[config.mk]
export PLATFORM = sky130hd
export DESIGN_NAME = mcu_ctrl_alu_core
export DESIGN_NICKNAME = d
export VERILOG_FILES = /design/src/rtl/mcu_ctrl_alu_core.sv
export SDC_FILE = /design/constraint.sdc
export NUM_CORES = 1
export LEC_CHECK = 0
export BUFFER_PORTS_ARGS = -buffer_cell sky130_fd_sc_hd__buf_2
export CAP_MARGIN = 20
export CORE_MARGIN = 2
export CORE_UTILIZATION = 49
export DETAILED_ROUTE_END_ITERATION = 8
export PLACE_DENSITY_LB_ADDON = 0.1
export SLEW_MARGIN = 25
export SYNTH_ARGS = -nofsm -noshare
export SYNTH_HDL_FRONTEND = slang
export SYNTH_SLANG_ARGS = --single-unit
[constraint.sdc]
create_clock -name clk -period 5.1 [get_ports clk]
set_clock_uncertainty 0.1 [all_clocks]
set_input_delay 1.02 -clock clk [delete_from_list [all_inputs] [get_ports clk]]
set_output_delay 1.02 -clock clk [all_outputs]
set_load 0.005 [all_outputs]
[src/rtl/mcu_ctrl_alu_core.sv]
// Sequencer, instruction decode and ALU for the 8-bit / 12-bit-instruction MCU.
// Define MCU_ALU_SHIFT_EN to enable the rotate/shift ALU modes A-E (otherwise they pass b through).
module mcu_ctrl_alu_core #(
  parameter logic [7:0] LOAD_LAST = 8'd25
) (
  input  logic        clk,
  input  logic        rst,
  input  logic [11:0] ir,
  input  logic [3:0]  sr,
  input  logic [7:0]  pc,
  input  logic [7:0]  acc,
  input  logic [7:0]  dr,
  output logic [1:0]  stage,
  output logic [7:0]  load_addr,
  output logic        load_done,
  output logic        clr,
  output logic        pc_e,
  output logic        acc_e,
  output logic        sr_e,
  output logic        ir_e,
  output logic        dr_e,
  output logic        pmem_e,
  output logic        pmem_le,
  output logic        dmem_e,
  output logic        dmem_we,
  output logic        alu_e,
  output logic        mux1_sel,
  output logic        mux2_sel,
  output logic [3:0]  alu_mode,
  output logic [7:0]  pc_plus1,
  output logic [7:0]  pc_next,
  output logic [7:0]  alu_out,
  output logic [3:0]  flags_out
);

  typedef enum logic [1:0] {
    ST_LOAD    = 2'b00,
    ST_FETCH   = 2'b01,
    ST_DECODE  = 2'b10,
    ST_EXECUTE = 2'b11
  } stage_t;

  stage_t     stage_q, stage_d;
  logic [7:0] load_addr_q, load_addr_d;
  logic       load_done_q, load_done_d;

  always_comb begin
    stage_d     = stage_q;
    load_addr_d = load_addr_q;
    load_done_d = load_done_q;
    case (stage_q)
      ST_LOAD: begin
        if (!load_done_q) begin
          if (load_addr_q == LOAD_LAST) begin
            load_addr_d = 8'd0;
            load_done_d = 1'b1;
          end else begin
            load_addr_d = load_addr_q + 8'd1;
          end
        end else begin
          stage_d = ST_FETCH;
        end
      end
      ST_FETCH:   stage_d = ST_DECODE;
      ST_DECODE:  stage_d = ST_EXECUTE;
      default:    stage_d = ST_FETCH;
    endcase
  end

  always_ff @(posedge clk) begin
    if (rst) begin
      stage_q     <= ST_LOAD;
      load_addr_q <= 8'd0;
      load_done_q <= 1'b0;
    end else begin
      stage_q     <= stage_d;
      load_addr_q <= load_addr_d;
      load_done_q <= load_done_d;
    end
  end

  assign stage     = stage_q;
  assign load_addr = load_addr_q;
  assign load_done = load_done_q;

  // Decode priority in EXECUTE: I-type, Jcc, M-type, GOTO, NOP.
  always_comb begin
    clr      = 1'b0;
    pc_e     = 1'b0;
    acc_e    = 1'b0;
    sr_e     = 1'b0;
    ir_e     = 1'b0;
    dr_e     = 1'b0;
    pmem_e   = 1'b0;
    pmem_le  = 1'b0;
    dmem_e   = 1'b0;
    dmem_we  = 1'b0;
    alu_e    = 1'b0;
    mux1_sel = 1'b0;
    mux2_sel = 1'b0;
    alu_mode = 4'h0;
    case (stage_q)
      ST_LOAD: begin
        if (!load_done_q) begin
          pmem_e  = 1'b1;
          pmem_le = 1'b1;
        end else begin
          clr = 1'b1;
        end
      end
      ST_FETCH: begin
        ir_e   = 1'b1;
        pmem_e = 1'b1;
      end
      ST_DECODE: begin
        if (ir[11:9] == 3'b001) begin
          dr_e   = 1'b1;
          dmem_e = 1'b1;
        end
      end
      default: begin
        pc_e = 1'b1;
        if (ir[11]) begin
          alu_mode = {1'b0, ir[10:8]};
          alu_e    = 1'b1;
          acc_e    = 1'b1;
          sr_e     = 1'b1;
        end else if (ir[10]) begin
          mux1_sel = sr[ir[9:8]];
        end else if (ir[9]) begin
          alu_mode = ir[7:4];
          mux2_sel = 1'b1;
          alu_e    = 1'b1;
          sr_e     = 1'b1;
          if (ir[8]) begin
            acc_e = 1'b1;
          end else begin
            dmem_e  = 1'b1;
            dmem_we = 1'b1;
          end
        end else if (ir[8]) begin
          mux1_sel = 1'b1;
        end
      end
    endcase
  end

  assign pc_plus1 = pc + 8'd1;
  assign pc_next  = mux1_sel ? ir[7:0] : pc_plus1;

  logic [7:0] b_op;
  logic [8:0] sum;
  logic [7:0] res;
  logic       c_flag, o_flag;

  assign b_op = mux2_sel ? dr : ir[7:0];

  // Non-arithmetic modes leave C and O as they were in sr.
  always_comb begin
    sum    = 9'd0;
    res    = 8'h00;
    c_flag = sr[2];
    o_flag = sr[0];
    case (alu_mode)
      4'h0: begin
        sum    = {1'b0, acc} + {1'b0, b_op};
        res    = sum[7:0];
        c_flag = sum[8];
        o_flag = (acc[7] == b_op[7]) && (res[7] != acc[7]);
      end
      4'h1: begin
        sum    = {1'b0, acc} - {1'b0, b_op};
        res    = sum[7:0];
        c_flag = sum[8];
        o_flag = (acc[7] != b_op[7]) && (res[7] != acc[7]);
      end
      4'h2: res = acc;
      4'h3: res = b_op;
      4'h4: res = acc & b_op;
      4'h5: res = acc | b_op;
      4'h6: res = acc ^ b_op;
      4'h7: begin
        sum    = {1'b0, b_op} - {1'b0, acc};
        res    = sum[7:0];
        c_flag = sum[8];
        o_flag = (b_op[7] != acc[7]) && (res[7] != b_op[7]);
      end
      4'h8: begin
        sum    = {1'b0, b_op} + 9'd1;
        res    = sum[7:0];
        c_flag = sum[8];
        o_flag = (b_op == 8'h7F);
      end
      4'h9: begin
        sum    = {1'b0, b_op} - 9'd1;
        res    = sum[7:0];
        c_flag = sum[8];
        o_flag = (b_op == 8'h80);
      end
`ifdef MCU_ALU_SHIFT_EN
      4'hA: res = (b_op << acc[2:0]) | (b_op >> (4'd8 - {1'b0, acc[2:0]}));
      4'hB: res = (b_op >> acc[2:0]) | (b_op << (4'd8 - {1'b0, acc[2:0]}));
      4'hC: res = b_op << acc[2:0];
      4'hD: res = b_op >> acc[2:0];
      4'hE: res = $signed(b_op) >>> acc[2:0];
`else
      4'hA, 4'hB, 4'hC, 4'hD, 4'hE: res = b_op;
`endif
      default: begin
        res    = 8'h00 - b_op;
        c_flag = (b_op != 8'h00);
        o_flag = (b_op == 8'h80);
      end
    endcase
  end

  assign alu_out   = alu_e ? res : 8'h00;
  assign flags_out = alu_e ? {(res == 8'h00), c_flag, res[7], o_flag} : sr;

endmodule

* Word-level counts from Yosys, hierarchy flattened *
Index checks and enable logic that the tools add are counted.

word-level totals
  flip-flop bits (word level) = 11
  output and inout bits = 56
  bits of input ports = 42
  logic and storage cells = 103

cells by class
  equal/unequal tests = 27
  $lt $le $gt $ge = 1
  add/sub/neg operators = 8
  reduce and logical (&&, ||, !) cells = 12
  multiplexer cells = 48
  bitwise gates (word level) = 4

operator list
  operator               number
  $pmux W8 S10           1
  $mux W8                4
  $mux W1                31
  $eq A4 B4 Y1 const B   7
  $mux W4                5
  $sub A8 B8 Y9          2
  $add A8 B1 Y8 const B  2
  $eq A4 B3 Y1 const B   4
  $reduce_or A10 Y1      1
  $add A8 B1 Y9 const B  1
  $add A8 B8 Y9          1
  $sub A8 B1 Y9 const B  1
  $and A8 B8 Y8          1
  $eq A4 B2 Y1 const B   2
  $eq A8 B5 Y1 const B   1
  $eq A8 B7 Y1 const B   1
  $eq A8 B8 Y1 const B   1
  $logic_not A8 Y1       1
  $or A8 B8 Y8           1
  $reduce_bool A8 Y1     1
  $sub A1 B8 Y8 const A  1
  $xor A8 B8 Y8          1
  $pmux W1 S6            1
  $pmux W2 S3            1
  20 further kinds       27

* Depth between registers and ports, before layout *
Gate-level depths: netlist of the first run.

  word-level depth = 10
  depth in mapped cells = 20
  mapped depth without buffers = 17

* Worst setup path after synthesis of the first run *
Ideal clock, no wire load.

  path type = input port to output port
  start point = input port ir[11]
  end point = output port flags_out[2]
  arrival = 3.995 ns
  data required time = 3.980 ns
  stages = 18
  buffers on the path = 3
  slack = -0.015 ns
  cell sequence = nand4bb_1 -> buf_6 -> inv_6 -> buf_2 -> buf_2 -> nand2_1 -> and2_1 -> inv_1 -> ha_1 -> inv_1 -> ha_1 -> nor2_1 -> o21ai_1 -> a22o_1 -> maj3_1 -> a211oi_1 -> a211oi_1 -> a211oi_1

between the ends
  cells in the longest elaborated chain, start to end = 6
  elaborated cells on any way between the ends = 31
  classes of those cells = add/sub: 5; eq/ne: 14; mux: 9; reduce/logical: 3

ends and longest elaborated chain
  what                                         line  source
  from (decl)                                  8     input logic [11:0] ir,
  $mux W1 *                                    123   if (ir[11]) begin
  $mux W1 *                                    102   case (stage_q)
  named net mux2_sel                           28    output logic mux2_sel,
  $mux W8 *                                    156   assign b_op = mux2_sel ? dr : ir[7:0];
  $sub A8 B1 Y9, or another cell as far along  195   sum = {1'b0, b_op} - 9'd1;
  $pmux W1 S6 *                                164   case (alu_mode)
  $mux W4 *                                    218   assign flags_out = alu_e ? {(res == 8'h00), c_flag, res[7], o_flag} : sr;
  to (decl)                                    33    output logic [3:0] flags_out

Mark *: on every way through the listed nets, which the timed path passes. The rest lies on a longest branch.

* Worst setup path in the final report of the first run *
  start point = input port ir[10]
  end point = output port flags_out[1]

between the ends
  cells in the longest elaborated chain, start to end = 7
  elaborated cells on any way between the ends = 36
  classes of those cells = add/sub: 6; eq/ne: 14; mux: 11; bitwise: 3; reduce/logical: 2

ends and longest elaborated chain
  what                                         line  source
  $mux W1 / $mux W4 (equally long branches)    128   end else if (ir[10]) begin
  $mux W1 / $mux W4 (equally long branches)    123
  $mux W1 / $mux W4 (equally long branches)    102
  $mux W8, or another cell as far along        156
  $sub A1 B8 Y8, or another cell as far along  210   res = 8'h00 - b_op;
  $pmux W8 S10                                 164
  $mux W4 *                                    218

Every way passes the cells marked *; elsewhere a longest branch is shown, timed or not.

==> results of run 1 <==
[area by class of cell]
cell class              count  area (sq um)
multi-input cells         435          3210
flip-flops and latches     11           220
repair buffers            177          1100
well taps                  96           120
clock buffers               4          45.0
fillers                   626          2000
inverters                  35           140
[power breakdown]
part	total [W]	internal [W]	switching, W
clock	0.0000869	0.0000548	0.0000320
sequential	0.000115	0.0000979	0.0000166
combinational	0.000427	0.000201	0.000225
[worst max-delay path, cell delays in order]
cell and delay, ns:
buf_6 0.09, nand4bb_4 0.22, buf_6 0.16, inv_8 0.08
mux2i_4 0.27, buf_4 0.19, a21oi_2 0.08, or4_4 0.57
a221o_1 0.39, and3_1 0.18, o21a_1 0.19, o21ai_2 0.13
buf_4 0.14, o21ai_1 0.05, buf_2 0.13
[Yosys cell counts (3+ instances only)]
cell type / number
nor2_1: 56
nand2_1: 45
a21oi_1: 29
ha_1: 29
inv_1: 29
xnor2_1: 26
nor3_1: 22
clkbuf_1: 21
nand2b_1: 16
nand3_1: 16
o21ai_0: 16
xor2_1: 12
dfxtp_1: 11
mux2_2: 9
and2_1: 8
and3_1: 7
mux2i_1: 7
o22ai_1: 7
a211oi_1: 6
o21ai_1: 6
or3_1: 6
a221oi_1: 5
a31oi_1: 5
and4_1: 5
maj3_1: 5
nor2b_1: 5
nor4_1: 5
a21o_1: 4
a22oi_1: 4
inv_2: 4
nand4_1: 4
o2111ai_1: 4
o221ai_1: 4
a2111oi_0: 3
a22o_1: 3
a32o_1: 3
buf_2: 3
o31ai_1: 3
or2_1: 3
[worst max path at each step]
| stage | end | depth (start not counted) |
|---|---|---|
| after CTS | flags_out[1] | 16 |
| final | flags_out[1] | 15 |
| after global placement | flags_out[3] | 16 |
| after global routing | flags_out[3] | 19 |
| after detailed placement | flags_out[3] | 18 |
| after floorplan | flags_out[3] | 19 |
[per-stage QoR]
stage	hold WS [ns]	total power [W]
3_5_place_dp	0.407	0.000503
4_1_cts	0.423	0.000605
6_report	0.427	0.000628
3_3_place_gp	0.378	0.000496
2_1_floorplan	0.386	0.000344
5_1_grt	0.461	0.000674
[sequential cells by signal, indices dropped and copies added, names as in the netlist]
name and count:
load_addr 8, load_done 1, stage 2
[routing by layer]
layer  share of wire  GRT usage  vias to the layer above  wire length [um]
li1                -          -                     2161                 -
met4           0.024     0.0826                        0               320
met1            0.43      0.459                     2117              5770
met2            0.46      0.588                      251              6240
met3           0.092     0.0556                       29              1240
met5               0          0                        -                 0
[repair_timing]
action                     CTS  global route
hold buffers                 0             0
setup endpoints to repair    4             6
gates resized for setup     12            35
pin swaps                    4            20
buffers inserted             2             1
[logic make-up (layout without fill, tap and decap cells)]
group	Yosys count	count (layout)	synth area share
muxes	20	20	0.0703
adders and majority gates	36	36	0.128
DFF	11	11	0.0635
AOI/OAI and AO/OA	133	133	0.269
and+or+nand+nor	208	208	0.301
buffers and inverters	61	216	0.0721
xor gates and xnor gates	38	38	0.0959
==> impl_metrics.sql, run 1 <==
INSERT INTO impl_metrics (metric_group, metric, value, unit) VALUES
('status', 'status', 'finished, final reports clean', ''),
('clock_network', 'insertion_delay_to_the_later_sink_of_the_worst_skew_pair', '0.24', 'ns'),
('worst_setup_path', 'worstSetupStartpoint', 'ir[10]', ''),
('grt', 'grt_pass1_vias', '4230', ''),
('synth', 'synth.top_cell.area_share', '0.105', ''),
('routing', 'drtAntennaViolNets', '0', ''),
('layout', 'area_growth', '39.2', '%'),
('place', 'pre_cts_ws', '-0.192', 'ns'),
('die', 'die_h', '88.1', 'um'),
('die', 'initial_standard_cell_utilization_of_the_core', '0.508', ''),
('routing', 'post-route-drc-count', '0', ''),
('grt', 'groute.usage.overall', '0.346', ''),
('clock_network', 'cts-root-to-sink-buffers', '2', ''),
('timing', 'finalMaxSlewViolations', '0', ''),
('layout', 'commonest_non_fill_non_tap_cell_in_the_layout', 'buf_2', ''),
('die', 'design.portCount', '98', ''),
('layout', 'post_route_cells_drive_above_1_share', '0.363', ''),
('die', 'dieWidth', '88.1', 'um'),
('layout', 'layout.cells.most_common_list', 'buf_2 (96), buf_4 (79), nor2_1 (56)', ''),
('timing', 'finalCritPeriodShare', '0.985', ''),
('timing', 'pin_slew_with_the_least_headroom_to_its_limit', '0.766', 'ns'),
('timing', 'tns', '0', 'ns'),
('synth', 'synth_cells', '507', ''),
('timing', 'setup_repair_after_global_routing_missed_its_margin', 'true', ''),
('timing', 'worst_setup_slack_after_layout', '0.0781', 'ns'),
('layout', 'num-nets-final', '735', ''),
('worst_setup_path', 'count_of_cells_along_the_worst_register_to_register_path', '9', ''),
('worst_setup_path', 'r2r_setup_slack', '3.19', 'ns'),
('synth', 'synth_enable_flop_cells', '0', ''),
('hold_path', 'worst_hold_startpoint', 'load_done$_SDFFE_PP0P_', ''),
('die', 'fp.coreArea', '0.00683', 'sq mm'),
('synth', 'postSynthNetCount', '579', ''),
('synth', 'yosys_warnings', '0', ''),
('routing', 'vias', '4558', ''),
('clock_network', 'tritoncts.num_buffers', '3', ''),
('timing', 'worst_slew_margin_relative_to_its_limit', '0.476', ''),
('timing', 'final_setup_violation_count', '0', ''),
('power', 'power.leakage', '2.25', 'nW'),
('layout', 'finalCoreUtilization', '0.707', ''),
('die', 'rows', '30', ''),
('hold_path', 'hp-class', 'flip-flop to flip-flop', ''),
('grt', 'gr-total-overflow', '0', ''),
('routing', 'dr.first_iter.drc_count', '367', ''),
('timing', 'fin_crit', '5.02', 'ns'),
('worst_setup_path', 'endpoint_of_the_most_critical_register_to_register_path', 'load_addr[7]$_SDFFE_PP0P_', ''),
('synth', 'avgSynthCellArea', '6.84', 'sq um'),
('synth', 'synth_cell_type_count', '78', ''),
('place', 'number_of_placed_instances_with_taps_included', '751', ''),
('synth', 'main_synth_ff_type', 'dfxtp_1', ''),
('place', 'io_buffer_count', '97', ''),
('timing', 'clock.fmax', '199', 'MHz'),
('power', 'power.ir.vdd_worst', '0.000236', 'V'),
('synth', 'synthTopCellsByArea', 'ha_1 (10%), xnor2_1 (6.6%), dfxtp_1 (6.3%)', ''),
('worst_setup_path', 'arrival', '3.90', 'ns'),
('grt', 'largest_net_degree_at_the_start_of_global_routing', '15', ''),
('synth', 'synth_seq_area_share', '0.0635', ''),
('clock_network', 'ctsRootBufferMaster', 'clkbuf_8', ''),
('worst_setup_path', 'worst_r2r_start', 'stage[1]$_SDFFE_PP0N_', ''),
('routing', 'wl', '13.6', 'mm'),
('worst_setup_path', 'end_kind', 'output pin', ''),
('clock_network', 'ctsHtreeMaxLevel', '1', ''),
('job', 'max_cap_viol_count', '0', ''),
('place', 'hpwl', '10.9', 'mm'),
('synth', 'synth_top_area_cell', 'ha_1', ''),
('routing', 'drt-wirelength-per-cell', '17.9', 'um'),
('worst_setup_path', 'timing.critical_path.required', '3.98', 'ns'),
('routing', 'post_drt_via_cell_ratio', '6.01', ''),
('grt', 'number_of_antenna_violations_at_the_first_check_in_global_routing', '0', ''),
('clock_network', 'path_clk_slew', '0.05', 'ns'),
('power', 'power_density', '130', 'mW/mm^2'),
('synth', 'synthArstFlopShare', '0', '');
No activity file was read; power rests on OpenSTA's default activity.
==> inputs of run 2 (changes only) <==
--- a/config.mk
+++ b/config.mk
@@ -8,7 +8,7 @@
 export BUFFER_PORTS_ARGS = -buffer_cell sky130_fd_sc_hd__buf_2
 export CAP_MARGIN = 20
 export CORE_MARGIN = 2
-export CORE_UTILIZATION = 49
+export CORE_UTILIZATION = 59
 export DETAILED_ROUTE_END_ITERATION = 8
 export PLACE_DENSITY_LB_ADDON = 0.1
 export SLEW_MARGIN = 25
==> constraint.sdc (replaced) <==
create_clock -name clk -period 6.15 [get_ports clk]
set_clock_uncertainty 0.1 [all_clocks]
set_input_delay 1.23 -clock clk [delete_from_list [all_inputs] [get_ports clk]]
set_output_delay 1.23 -clock clk [all_outputs]
set_load 0.005 [all_outputs]
==> impl_metrics.sql, run 2 (same netlist as run 1, synthesis figures left out) <==
INSERT INTO impl_metrics (metric_group, metric, value, unit) VALUES
('timing', 'finalMaxSlewViolations', '0', ''),
('timing', 'finalCritPeriodShare', '0.976', ''),
('routing', 'dr.first_iter.drc_count', '598', ''),
('layout', 'layout.cells.most_common_list', 'buf_2 (95), nor2_1 (56), nand2_1 (45)', ''),
('clock_network', 'holdBufCountCts', '0', ''),
('place', 'hpwl', '10.2', 'mm'),
('power', 'power.leakage', '1.92', 'nW'),
('layout', 'post_route_cells_drive_above_1_share', '0.245', ''),
('routing', 'first_pass_iters', '5', ''),
('clock_network', 'tritoncts', 'yes', ''),
('timing', 'tns', '0', 'ns'),
('layout', 'finish.instance_area', '0.00414', 'sq mm'),
('power', 'netsw', '0.000217', 'W'),
('worst_setup_path', 'cp_slowest_cell', 'fa_1', ''),
('worst_setup_path', 'arrival', '4.67', 'ns'),
('die', 'die-area', '0.00651', 'sq mm'),
('routing', 'post_drt_via_cell_ratio', '6.77', ''),
('place', 'placed_area', '0.00408', 'sq mm'),
('worst_setup_path', 'setup.worst_path.class', 'input pin to output pin', ''),
('power', 'power.share.sequential', '0.205', ''),
('clock_network', 'ctsRootBufferMaster', 'clkbuf_8', ''),
('clock_network', 'path_clk_slew', '0.05', 'ns'),
('timing', 'pin_slew_with_the_least_headroom_to_its_limit', '0.853', 'ns'),
('layout', 'num-nets-final', '674', ''),
('routing', 'vias', '4556', ''),
('place', 'io_buffer_count', '97', ''),
('layout', 'area_growth', '19.2', '%'),
('worst_setup_path', 'startpoint_types', 'input pin', ''),
('timing', 'fin_worst_hold_slack', '0.413', 'ns'),
('die', 'design.portCount', '98', ''),
('clock_network', 'cts-root-to-sink-buffers', '2', ''),
('die', 'fp.coreArea', '0.00561', 'sq mm'),
('layout', 'finalCoreUtilization', '0.737', ''),
('routing', 'wl', '13.2', 'mm'),
('routing', 'drtAntennaViolNets', '0', ''),
('grt', 'grt_pass1_vias', '4114', ''),
('clock_network', 'resized_cells_post_cts', '0', ''),
('layout', 'seqCellArea', '220', 'sq um'),
('routing', 'post-route-drc-count', '0', ''),
('worst_setup_path', 'cp_cell_sequence', 'clkbuf_4 -> nand4bb_1 -> buf_6 -> nand2_1 -> and2_1 -> ha_1 -> inv_1 -> fa_1 -> nor2b_1 -> o21ai_0 -> nand2b_1 -> xnor2_1 -> a21boi_0 -> nor4b_1 -> a32o_1 -> and3_1 -> a41o_1 -> buf_2', ''),
('die', 'die_h', '80.7', 'um'),
('grt', 'grt_first_pass_wirelength', '20.4', 'mm'),
('worst_setup_path', 'r2r_setup_slack', '4.04', 'ns'),
('worst_setup_path', 'critPathMaxFanout', '13', ''),
('place', 'place_congestion', '1.09', ''),
('hold_path', 'hp-class', 'flip-flop to flip-flop', ''),
('timing', 'final_setup_violation_count', '0', ''),
('die', 'initial_standard_cell_utilization_of_the_core', '0.619', ''),
('layout', 'fillers', '466', ''),
('power', 'netSwitchingFraction', '0.462', ''),
('clock_network', 'number_of_buffers_added_for_setup_after_cts', '0', ''),
('worst_setup_path', 'end_kind', 'output pin', ''),
('grt', 'number_of_antenna_violations_at_the_first_check_in_global_routing', '0', ''),
('clock_network', 'numClockSinks', '11', ''),
('timing', 'fin_crit', '6.00', 'ns'),
('grt', 'groute.usage.overall', '0.403', ''),
('status', 'status', 'finished, final reports clean', ''),
('power', 'power.ir.vdd_worst', '0.000261', 'V'),
('timing', 'final-hold-violation-count', '0', ''),
('power', 'p_comb_frac', '0.639', ''),
('clock_network', 'tritoncts.num_buffers', '3', ''),
('clock_network', 'ctsHtreeMaxLevel', '1', ''),
('timing', 'setup_repair_after_global_routing_missed_its_margin', 'false', ''),
('timing', 'worst_slew_margin_relative_to_its_limit', '0.423', ''),
('power', 'power_density', '113', 'mW/mm^2'),
('job', 'max_cap_viol_count', '0', ''),
('power', 'cellInternalPower', '0.000252', 'W'),
('worst_setup_path', 'timing.critical_path.required', '4.82', 'ns'),
('power', 'clock_power_share', '0.155', ''),
('layout', 'final_antenna_diode_count', '0', ''),
('timing', 'clock.fmax', '167', 'MHz'),
('layout', 'commonest_non_fill_non_tap_cell_in_the_layout', 'buf_2', ''),
('grt', 'largest_net_degree_at_the_start_of_global_routing', '19', ''),
('grt', 'gr-total-overflow', '0', ''),
('layout', 'largest_reg_flops', '8', ''),
('layout', 'multi_input_area', '0.00301', 'sq mm'),
('worst_setup_path', 'critical-path-max-stage-delay', '0.41', 'ns'),
('power', 'report.power.total', '0.000469', 'W'),
('die', 'rows', '27', ''),
('die', 'dieWidth', '80.7', 'um'),
('clock_network', 'insertion_delay_to_the_later_sink_of_the_worst_skew_pair', '0.24', 'ns'),
('routing', 'drt-wirelength-per-cell', '19.7', 'um');
-- run 2: cell count changes in the layout (fill, tap and decap cells not counted), sizes merged --
| cell | delta |
|---|---|
| buf | -63 |
| clkbuf | +2 |
-- run 2: final timing paths --
kind,startpoint,cells past startpoint,end
setup reg to reg,stage[1]$_SDFFE_PP0N_,9,load_addr[7]$_SDFFE_PP0P_
hold / removal,load_done$_SDFFE_PP0P_,2,load_done$_SDFFE_PP0P_
setup / recovery,ir[11],18,flags_out[3]
hold reg to reg,load_done$_SDFFE_PP0P_,2,load_done$_SDFFE_PP0P_
-- run 2: area by class of cell --
| class | instances | share of cell area |
|---|---|---|
| Multi-Input combinational cell | 435 | 0.727 |
| Timing Repair Buffer | 116 | 0.154 |
| Tap cell | 72 | 0.0218 |
| Inverter | 35 | 0.0333 |
| Sequential cell | 11 | 0.0533 |
| Clock buffer | 4 | 0.0109 |
-- run 2: critical path, delay by kind of cell --
family	cells	cell delay [ns]
compound gates	4	0.71
xor+xnor	1	0.20
fa+ha+maj	2	0.64
buf+inv	4	0.54
simple gates	7	1.35
-- run 2: metrics by stage --
stage               setup slack [ns]  std cells
global route                  0.0184        673
global placement               0.249        669
finish                         0.147        673
detailed placement             0.211        669
CTS                            0.178        673
floorplan                      0.615        507
-- run 2: power groups by stage --
stage / clock, W / combinational [W] / sequential, W
final: 0.0000728 / 0.000300 / 0.0000963
after global routing: 0.0000754 / 0.000328 / 0.0000975
after CTS: 0.0000723 / 0.000290 / 0.0000961
after global placement: 0 / 0.000278 / 0.0000953
after floorplan: 0 / 0.000190 / 0.0000949
after detailed placement: 0 / 0.000284 / 0.0000958
-- run 2: layer usage --
layer	wire, um	track usage	up-vias
met5	0	0	-
met4	607	0.142	0
met3	1700	0.0640	64
met2	5720	0.661	377
met1	5200	0.530	2076
li1	-	-	2039
==> inputs of run 3 (changes only) <==
--- a/config.mk
+++ b/config.mk
@@ -7,6 +7,7 @@
 export LEC_CHECK = 0
 export BUFFER_PORTS_ARGS = -buffer_cell sky130_fd_sc_hd__buf_2
 export CAP_MARGIN = 20
+export CORE_ASPECT_RATIO = 0.8
 export CORE_MARGIN = 2
 export CORE_UTILIZATION = 59
 export DETAILED_ROUTE_END_ITERATION = 8
==> impl_metrics.sql, run 3 (same netlist as run 1, synthesis figures left out) <==
INSERT INTO impl_metrics (metric_group, metric, value, unit) VALUES
('die', 'design.portCount', '98', ''),
('layout', 'num-nets-final', '674', ''),
('clock_network', 'numClockSinks', '11', ''),
('place', 'place_congestion', '1.09', ''),
('die', 'fp.coreArea', '0.00556', 'sq mm'),
('layout', 'commonest_non_fill_non_tap_cell_in_the_layout', 'buf_2', ''),
('routing', 'post-route-drc-count', '0', ''),
('grt', 'largest_net_degree_at_the_start_of_global_routing', '18', ''),
('timing', 'finalCritPeriodShare', '0.964', ''),
('grt', 'global_route.usage.met3', '0.131', ''),
('routing', 'drt-wirelength-per-cell', '19.2', 'um'),
('worst_setup_path', 'startpoint_types', 'input pin', ''),
('power', 'power_density', '114', 'mW/mm^2'),
('timing', 'worst_slew_margin_relative_to_its_limit', '0.261', ''),
('power', 'netSwitchingFraction', '0.466', ''),
('clock_network', 'ctsRootBufferMaster', 'clkbuf_8', ''),
('power', 'power.ir.vdd_worst', '0.0000894', 'V'),
('timing', 'pin_slew_with_the_least_headroom_to_its_limit', '1.10', 'ns'),
('layout', 'post_route_cells_drive_above_1_share', '0.248', ''),
('clock_network', 'tritoncts.num_buffers', '3', ''),
('worst_setup_path', 'setup.worst_path.class', 'input pin to output pin', ''),
('clock_network', 'cts-root-to-sink-buffers', '2', ''),
('timing', 'worst_setup_slack_after_layout', '0.219', 'ns'),
('clock_network', 'insertion_delay_to_the_later_sink_of_the_worst_skew_pair', '0.25', 'ns'),
('grt', 'number_of_antenna_violations_at_the_first_check_in_global_routing', '0', ''),
('worst_setup_path', 'timing.critical_path.required', '4.82', 'ns'),
('power', 'power.leakage', '1.93', 'nW'),
('place', 'placed_area', '0.00408', 'sq mm'),
('routing', 'vias', '4435', ''),
('grt', 'gr-total-overflow', '0', ''),
('grt', 'grt.busiest_layer', 'met2', ''),
('power', 'clock_power_share', '0.161', ''),
('die', 'rows', '24', ''),
('hold_path', 'worst_hold_startpoint', 'stage[1]$_SDFFE_PP0N_', ''),
('routing', 'dr.first_iter.drc_count', '550', ''),
('place', 'hpwl', '10.5', 'mm'),
('power', 'netsw', '0.000221', 'W'),
('power', 'power.share.sequential', '0.202', ''),
('layout', 'largest_reg_flops', '8', ''),
('grt', 'globalRouteMet2Util', '0.595', ''),
('clock_network', 'tritoncts', 'yes', ''),
('job', 'max_cap_viol_count', '0', ''),
('grt', 'grt_pass1_vias', '3966', ''),
('clock_network', 'path_clk_slew', '0.05', 'ns'),
('timing', 'setup_repair_after_global_routing_missed_its_margin', 'false', ''),
('power', 'p_comb_frac', '0.637', ''),
('timing', 'finalMaxSlewViolations', '0', ''),
('status', 'status', 'finished, final reports clean', ''),
('grt', 'grt_first_pass_wirelength', '20.3', 'mm'),
('die', 'initial_standard_cell_utilization_of_the_core', '0.625', ''),
('timing', 'tns', '0', 'ns'),
('place', 'io_buffer_count', '97', ''),
('timing', 'final-hold-violation-count', '0', ''),
('die', 'dieWidth', '89.7', 'um'),
('timing', 'fin_crit', '5.93', 'ns'),
('worst_setup_path', 'end_kind', 'output pin', ''),
('layout', 'layout.cells.most_common_list', 'buf_2 (96), nor2_1 (56), nand2_1 (45)', ''),
('power', 'cellInternalPower', '0.000253', 'W'),
('worst_setup_path', 'worstSetupStartpoint', 'ir[10]', ''),
('power', 'report.power.total', '0.000474', 'W'),
('worst_setup_path', 'worst_r2r_start', 'stage[0]$_SDFFE_PP0N_', ''),
('layout', 'finish.instance_area', '0.00415', 'sq mm'),
('die', 'die-area', '0.00651', 'sq mm'),
('worst_setup_path', 'critPathMaxFanout', '17', ''),
('clock_network', 'number_of_buffers_added_for_setup_after_cts', '0', ''),
('routing', 'post_drt_via_cell_ratio', '6.53', ''),
('timing', 'final_setup_violation_count', '0', ''),
('worst_setup_path', 'arrival', '4.60', 'ns'),
('hold_path', 'hp-class', 'flip-flop to flip-flop', ''),
('clock_network', 'ctsHtreeMaxLevel', '1', ''),
('place', 'pre_cts_ws', '0.253', 'ns'),
('routing', 'first_pass_iters', '5', ''),
('die', 'die_h', '72.6', 'um'),
('grt', 'met1_usage', '0.516', ''),
('routing', 'drtAntennaViolNets', '0', ''),
('layout', 'final_antenna_diode_count', '0', ''),
('routing', 'wl', '13.0', 'mm'),
('timing', 'clock.fmax', '169', 'MHz'),
('layout', 'area_growth', '19.7', '%'),
('grt', 'groute.usage.overall', '0.383', '');
## run 3: critical path, cell delays in order
cell	delay [ns]
buf_2	0.20
nand4bb_4	0.19
buf_6	0.15
inv_6	0.08
nand2_1	0.07
and2_1	0.16
ha_1	0.18
inv_1	0.06
fa_1	0.40
nor2b_1	0.15
o21ai_0	0.16
nand2b_1	0.17
xnor2_1	0.23
a21boi_0	0.12
nor4b_1	0.30
a32o_2	0.23
and3_1	0.23
a41o_1	0.19
buf_2	0.10
## run 3: path summary, 6_finish.rpt
path,endpoint,slack (ns),cells past startpoint
min reg2reg,stage[1]$_SDFFE_PP0N_,0.43,2
max,flags_out[3],0.22,19
max reg2reg,load_addr[7]$_SDFFE_PP0P_,4.19,9
min,stage[1]$_SDFFE_PP0N_,0.43,2
## run 3: final cells by class
cell class / count / area, sq um
inverters: 35 / 138
repair buffers: 116 / 634
fillers: 471 / 1400
flip-flops and latches: 11 / 220
multi-input cells: 435 / 3020
clock inverters: 1 / 5.00
well taps: 78 / 97.6
clock buffers: 3 / 41.3
## run 3: routing by layer
layer | share of wire | wire length [um]
met5 | 0 | 0
met4 | 0.025 | 322
met3 | 0.15 | 1890
met2 | 0.42 | 5500
met1 | 0.41 | 5320
## run 3: what timing repair did
item | 4_1_cts | 5_1_grt
gates resized for setup | 0 | 4
hold endpoints to repair | 0 | 0
setup endpoints to repair | 0 | 1
hold buffers | 0 | 0
## run 3: power groups by stage
stage	clock network [W]	registers [W]	logic, W
CTS	0.0000772	0.0000952	0.000294
floorplan	0	0.0000949	0.000190
global route	0.0000799	0.0000971	0.000329
global placement	0	0.0000947	0.000281
detailed placement	0	0.0000964	0.000293
finish	0.0000763	0.0000955	0.000302
## run 3: through the flow
step / cells / hold WS (ns) / util
after global routing: 679 / 0.471 / 0.748
after CTS: 679 / 0.431 / 0.743
final: 679 / 0.426 / 0.748
after global placement: 675 / 0.381 / 0.735
after detailed placement: 675 / 0.422 / 0.735
after floorplan: 507 / 0.386 / -
